**src/rtl/dmem_pkg.sv**
```systemverilog
// Shared definitions for the data-memory bridge: access size codes,
// FSM state encoding and the default REQ timeout.
package dmem_pkg;

  localparam logic [2:0] F3_B  = 3'b000;
  localparam logic [2:0] F3_H  = 3'b001;
  localparam logic [2:0] F3_W  = 3'b010;
  localparam logic [2:0] F3_BU = 3'b100;
  localparam logic [2:0] F3_HU = 3'b101;

  typedef enum logic [1:0] {
    IDLE = 2'd0,
    REQ  = 2'd1,
    DONE = 2'd2
  } state_e;

  localparam int TIMEOUT_DEF = 255;

endpackage

```
**src/rtl/dmem_bridge_lsu_align.sv**
```systemverilog
// Byte-lane logic for the bridge: misalignment detect, store lane
// replication/strobes, and load extraction with sign/zero extension.
module lsu_align
  import dmem_pkg::*;
(
  input  logic [2:0]  st_funct3,
  input  logic [1:0]  st_off,
  input  logic        st_write,
  input  logic [31:0] st_wdata,
  output logic        misaligned,
  output logic [3:0]  wstrb,
  output logic [31:0] wdata,
  input  logic [2:0]  ld_funct3,
  input  logic [1:0]  ld_off,
  input  logic [31:0] ld_rdata,
  output logic [31:0] ld_data
);

  logic [7:0]  ld_byte;
  logic [15:0] ld_half;

  // Size code 11 has no legal access width, so it is reported as misaligned.
  always_comb begin
    misaligned = 1'b0;
    case (st_funct3[1:0])
      2'b00:   misaligned = 1'b0;
      2'b01:   misaligned = st_off[0];
      2'b10:   misaligned = |st_off;
      default: misaligned = 1'b1;
    endcase
  end

  // Store data is replicated across lanes; strobes select the addressed bytes.
  always_comb begin
    wstrb = 4'b0000;
    wdata = st_wdata;
    if (st_write) begin
      case (st_funct3[1:0])
        2'b00: begin
          wstrb = 4'b0001 << st_off;
          wdata = {4{st_wdata[7:0]}};
        end
        2'b01: begin
          wstrb = 4'b0011 << st_off;
          wdata = {2{st_wdata[15:0]}};
        end
        2'b10: begin
          wstrb = 4'b1111;
          wdata = st_wdata;
        end
        default: begin
          wstrb = 4'b0000;
          wdata = st_wdata;
        end
      endcase
    end
  end

  // Pick the addressed byte/half from the returned word and extend it.
  always_comb begin
    ld_byte = ld_rdata[{ld_off, 3'b000} +: 8];
    ld_half = ld_off[1] ? ld_rdata[31:16] : ld_rdata[15:0];
    case (ld_funct3)
      F3_B:    ld_data = {{24{ld_byte[7]}}, ld_byte};
      F3_H:    ld_data = {{16{ld_half[15]}}, ld_half};
      F3_BU:   ld_data = {24'h000000, ld_byte};
      F3_HU:   ld_data = {16'h0000, ld_half};
      F3_W:    ld_data = ld_rdata;
      default: ld_data = ld_rdata;
    endcase
  end

endmodule

```
**src/rtl/dmem_bridge.sv**
```systemverilog
// Load/store bridge between a single-cycle core and a valid/ready data bus.
// Holds the core with Stall while a transaction is outstanding.
//
//   state | meaning
//   IDLE  | no access in flight; a request here either launches or faults
//   REQ   | bus_valid asserted, payload held, waiting for bus_ready or timeout
//   DONE  | one-cycle completion; Fault pulses here, instruction retires
module dmem_bridge
  import dmem_pkg::*;
#(
  parameter int AW      = 32,
  parameter int TIMEOUT = TIMEOUT_DEF
) (
  input  logic          clk,
  input  logic          reset,
  input  logic          MemRead,
  input  logic          MemWrite,
  input  logic [2:0]    Funct3,
  input  logic [AW-1:0] ALUResult,
  input  logic [31:0]   WriteData,
  output logic [31:0]   ReadData,
  output logic          Stall,
  output logic          Fault,
  output logic          bus_valid,
  output logic          bus_write,
  output logic [AW-1:0] bus_addr,
  output logic [31:0]   bus_wdata,
  output logic [3:0]    bus_wstrb,
  input  logic          bus_ready,
  input  logic [31:0]   bus_rdata,
  input  logic          bus_err
);

  // REQ lasts at most TIMEOUT cycles; the counter starts at 0 in the first one.
  localparam logic [7:0] CNT_LAST = 8'(TIMEOUT - 1);

  state_e        state_q, state_d;
  logic [7:0]    cnt_q, cnt_d;
  logic          fault_q, fault_d;
  logic [31:0]   rdata_q, rdata_d;
  logic          valid_q, valid_d;
  logic          write_q, write_d;
  logic [AW-1:0] addr_q, addr_d;
  logic [31:0]   wdata_q, wdata_d;
  logic [3:0]    wstrb_q, wstrb_d;
  logic [2:0]    f3_q, f3_d;
  logic [1:0]    off_q, off_d;

  logic          req;
  logic          al_mis;
  logic [3:0]    al_wstrb;
  logic [31:0]   al_wdata;
  logic [31:0]   al_ld;

  assign req = MemRead | MemWrite;

  lsu_align u_align (
    .st_funct3  (Funct3),
    .st_off     (ALUResult[1:0]),
    .st_write   (MemWrite),
    .st_wdata   (WriteData),
    .misaligned (al_mis),
    .wstrb      (al_wstrb),
    .wdata      (al_wdata),
    .ld_funct3  (f3_q),
    .ld_off     (off_q),
    .ld_rdata   (bus_rdata),
    .ld_data    (al_ld)
  );

  // Next-state and registered-output logic for the access sequencer.
  always_comb begin
    state_d = state_q;
    cnt_d   = cnt_q;
    fault_d = 1'b0;
    rdata_d = rdata_q;
    valid_d = valid_q;
    write_d = write_q;
    addr_d  = addr_q;
    wdata_d = wdata_q;
    wstrb_d = wstrb_q;
    f3_d    = f3_q;
    off_d   = off_q;
    case (state_q)
      IDLE: begin
        if (req) begin
          if (al_mis) begin
            state_d = DONE;
            fault_d = 1'b1;
            if (!MemWrite) rdata_d = 32'h0;
          end else begin
            state_d = REQ;
            valid_d = 1'b1;
            cnt_d   = 8'd0;
            write_d = MemWrite;
            addr_d  = {ALUResult[AW-1:2], 2'b00};
            wdata_d = al_wdata;
            wstrb_d = al_wstrb;
            f3_d    = Funct3;
            off_d   = ALUResult[1:0];
          end
        end
      end
      REQ: begin
        cnt_d = cnt_q + 8'd1;
        if (bus_ready) begin
          state_d = DONE;
          valid_d = 1'b0;
          if (bus_err) begin
            fault_d = 1'b1;
            if (!write_q) rdata_d = 32'h0;
          end else if (!write_q) begin
            rdata_d = al_ld;
          end
        end else if (cnt_q == CNT_LAST) begin
          state_d = DONE;
          valid_d = 1'b0;
          fault_d = 1'b1;
          if (!write_q) rdata_d = 32'h0;
        end
      end
      DONE: begin
        cnt_d   = 8'd0;
        state_d = IDLE;
      end
      default: begin
        state_d = IDLE;
        valid_d = 1'b0;
        cnt_d   = 8'd0;
      end
    endcase
  end

  // State and output registers; reset abandons any transaction in flight.
  always_ff @(posedge clk) begin
    if (reset) begin
      state_q <= IDLE;
      cnt_q   <= 8'd0;
      fault_q <= 1'b0;
      rdata_q <= 32'h0;
      valid_q <= 1'b0;
      write_q <= 1'b0;
      addr_q  <= '0;
      wdata_q <= 32'h0;
      wstrb_q <= 4'b0000;
      f3_q    <= 3'b000;
      off_q   <= 2'b00;
    end else begin
      state_q <= state_d;
      cnt_q   <= cnt_d;
      fault_q <= fault_d;
      rdata_q <= rdata_d;
      valid_q <= valid_d;
      write_q <= write_d;
      addr_q  <= addr_d;
      wdata_q <= wdata_d;
      wstrb_q <= wstrb_d;
      f3_q    <= f3_d;
      off_q   <= off_d;
    end
  end

  assign Stall     = ((state_q == IDLE) & req) | (state_q == REQ);
  assign Fault     = fault_q;
  assign ReadData  = rdata_q;
  assign bus_valid = valid_q;
  assign bus_write = write_q;
  assign bus_addr  = addr_q;
  assign bus_wdata = wdata_q;
  assign bus_wstrb = wstrb_q;

endmodule

```
**config.mk**
```make
export PLATFORM = sky130hd
export DESIGN_NAME = dmem_bridge
export DESIGN_NICKNAME = d
export VERILOG_FILES = /design/src/rtl/dmem_pkg.sv /design/src/rtl/dmem_bridge_lsu_align.sv /design/src/rtl/dmem_bridge.sv
export SDC_FILE = /design/constraint.sdc
export NUM_CORES = 1
export LEC_CHECK = 0
export CAP_MARGIN = 30
export CORE_UTILIZATION = 40
export DETAILED_ROUTE_END_ITERATION = 16
export HOLD_SLACK_MARGIN = 0.05
export MAX_ROUTING_LAYER = met4
export PLACE_DENSITY = 0.77
export SYNTH_ARGS = -nofsm -noshare
export SYNTH_HDL_FRONTEND = slang
export SYNTH_HIERARCHICAL = 1
export SYNTH_SLANG_ARGS = --single-unit
```
**constraint.sdc**
```tcl
create_clock -name clk -period 2.15 [get_ports clk]
set_input_delay 0.43 -clock clk [delete_from_list [all_inputs] [get_ports clk]]
set_output_delay 0.43 -clock clk [all_outputs]
set_load 0.02 [all_outputs]
```
==> impl_metrics.json <==
{
  "power_frac_comb_pct": 20.7,
  "path_clk_slew_ns": 0.05,
  "vias": 5517,
  "antenna_found_initial": 0,
  "grt_max_degree": 70,
  "critPathKind": "in -> out",
  "reg2reg_to": "ReadData[12]",
  "whs_ns": 0.429,
  "power_frac_clock_pct": 43.1,
  "drv_slew": 0,
  "grt_use_total_pct": 23.8,
  "initial_core_util_pct": 41.3,
  "required_ns": 1.72,
  "r2r_cells": 5,
  "avgSynthCellArea_um2": 7.86,
  "ant_nets": 0,
  "grt_pass1_vias": 5210,
  "grt_pass1_wl_um": 25900,
  "dieArea_mm2": 0.0142,
  "cts_sinks": 116,
  "ir_drop_v": 0.000425,
  "cp-start-kind": "input pin",
  "sw_frac_of_total_pct": 27.3,
  "setup_viol": 0,
  "cp.arrival_ns": 1.51,
  "synth_seq_cells": 116,
  "h-tree-depth": 4,
  "drv_cap": 0,
  "holdPathStages": 2,
  "io_buffers": 206,
  "synth_edf_count": 0,
  "drc": 0,
  "wl_um": 16400,
  "cts_buffers": 17,
  "die_w_um": 119,
  "p_leak_uw": 0.00310,
  "r2r_start": "off_q[1]",
  "hold_violations": 0,
  "async_reset_ff_share_pct": 0,
  "max_slew_margin_pct": 59.2,
  "drive_gt1_share_pct": 10.4,
  "cts_root_buf": "clkbuf_16",
  "syn-cell-area_mm2": 0.00551,
  "postSynthCellCount": 701,
  "tritoncts": "built",
  "rsz0062_at_grt": "no",
  "post-route-util_pct": 62.8,
  "viasPerCell": 5.07,
  "fin_tns_setup_ns": 0,
  "antennaDiodeCount": 0,
  "internal-power_uw": 4690,
  "hold_end": "Fault",
  "wire_per_inst_um": 15.0,
  "clockBufferDepth": 2,
  "min_from": "reset",
  "clock_skew_ns": 0.00756,
  "dp_hpwl_um": 11400,
  "hold_buffers": 0,
  "power_density_mw_per_mm2": 771,
  "cp_max_fo": 2,
  "tightestPinTransition_ns": 0.611,
  "rows": 42,
  "core_area_mm2": 0.0133,
  "syn_to_final_growth_pct": 52.1,
  "fmax_mhz": 516,
  "end_kind": "primary output",
  "seqPwrFrac_pct": 36.2,
  "firstDrtPassIters": 6,
  "synth_flop_cell": "dfxtp_1",
  "synthDistinctLibCells": 50,
  "rrSetupSlack_ns": 0.35,
  "fin_crit_sh_pct": 90.1,
  "clk_latency_ns": 0.41,
  "power_uw": 6460,
  "post-route-min-period_ns": 1.94,
  "overflow": 0,
  "yosysSeqAreaShare_pct": 42.2,
  "drt_iter0_drc": 537,
  "hold_class": "in -> reg",
  "postCtsSetupRepairBufs": 0,
  "io_pins": 209,
  "synth_warnings": 6,
  "nets": 1007,
  "p_switching_uw": 1760,
  "die_h_um": 119,
  "status": "finished, final reports clean",
  "place_congestion": 0.925
}
-- area by class of cell --
class | count | area [um2]
Clock inverter | 12 | 130
Timing Repair Buffer | 240 | 2430
Clock buffer | 20 | 457
Fill cell | 1180 | 4970
Sequential cell | 116 | 2320
Multi-Input combinational cell | 519 | 2800
Tap cell | 176 | 220
Inverter | 6 | 22.5
-- power groups by stage --
stage	Combinational (uW)	Sequential (uW)	Clock, uW
global placement	1330	2380	0
global route	1440	2350	2940
floorplan	609	2490	0
CTS	1340	2340	2840
detailed placement	1330	2380	0
finish	1340	2340	2780
-- through the flow --
stage	cells	worst slack (ns)	area, um2
floorplan	702	0.116	5510
detailed placement	1057	-0.121	7790
global route	1089	0.135	8380
global placement	1057	-0.0887	7790
finish	1089	0.212	8380
CTS	1089	0.202	8380
-- cell usage in the layout (no fill, tap or decap), types with 4 or more instances in the layout --
| cell | instances |
|---|---|
| mux2i_1 | 15 |
| clkbuf_16 | 17 |
| buf_12 | 9 |
| mux2_2 | 17 |
| nand2b_1 | 35 |
| o21ai_0 | 36 |
| clkdlybuf4s50_1 | 204 |
| nor3_1 | 5 |
| o21ai_1 | 7 |
| nor2b_1 | 10 |
| buf_4 | 26 |
| o22ai_1 | 7 |
| a211oi_1 | 5 |
| nor2_1 | 20 |
| nand2_1 | 219 |
| inv_1 | 5 |
| a221oi_1 | 7 |
| clkinv_2 | 4 |
| xnor2_1 | 6 |
| dfxtp_1 | 116 |
| a221o_1 | 8 |
| a21oi_1 | 81 |
-- worst max path at each step --
| stage | slack (ns) | end | depth (start not counted) | from |
|---|---|---|---|---|
| 6_report | 0.21 | Stall | 4 | MemWrite |
| 5_1_grt | 0.14 | Stall | 4 | MemWrite |
| 2_1_floorplan | 0.12 | ReadData[21] | 8 | Funct3[0] |
| 3_3_place_gp | -0.09 | cnt_q[5] | 8 | Funct3[0] |
| 4_1_cts | 0.20 | Stall | 4 | MemWrite |
| 3_5_place_dp | -0.12 | bus_wdata[13] | 9 | Funct3[0] |
-- critical path, stage by stage --
cell and delay [ns]:
clkdlybuf4s50_1 0.43, nor3_1 0.25, nor2_1 0.07, dlygate4sd2_1 0.32
-- routing by layer --
layer	global-route usage [%]	routed length [um]	up-vias
met4	10.3	306	0
met2	38.0	7850	220
met1	27.7	6930	2533
met5	-	0	-
li1	-	-	2737
met3	7.23	1300	27
-- cells in the mapped netlist (3+ instances only) --
master / n / share of area (%)
nand2_1: 220 / 15
dfxtp_1: 116 / 42
a21oi_1: 81 / 7.4
o21ai_0: 36 / 3.3
nand2b_1: 35 / 4.0
buf_2: 21 / 1.9
nor2_1: 20 / 1.4
mux2_2: 17 / 3.5
clkbuf_1: 16 / 1.1
mux2i_1: 15 / 2.7
buf_4: 11 / 1.5
buf_6: 10 / 2.0
nor2b_1: 10 / 1.1
a221o_1: 8 / 1.5
a221oi_1: 7 / 1.1
o21ai_1: 7 / 0.64
o22ai_1: 7 / 0.79
xnor2_1: 6 / 0.95
a211oi_1: 5 / 0.68
inv_1: 5 / 0.34
nor3_1: 5 / 0.45
and2_1: 3 / 0.34
buf_1: 3 / 0.20
nand3_1: 3 / 0.27
-- state kept, by name (all words and copies together), names as in the netlist --
name       cells
f3_q           3
bus_wdata     32
off_q          2
bus_addr      30
bus_write      1
cnt_q          8
bus_wstrb      4
Fault          1
ReadData      32
state_q        2
bus_valid      1
-- what timing repair did --
item	in CTS	in global routing
hold endpoints to repair	0	0
setup endpoints to repair	1	0
gates resized for setup	1	0
-- cell families (layout without fill, tap and decap cells) --
group	after synthesis	count (layout)	share of synthesized area, %
xor+xnor	6	6	0.954
buf+inv	67	278	7.15
mux	33	33	6.61
compound gates	163	163	17.2
simple gates	313	313	25.4
other cells	1	2	0.0681
flops	116	116	42.2
fa+ha+maj	2	2	0.454
Note: power is estimated with default switching activity, not from simulation.
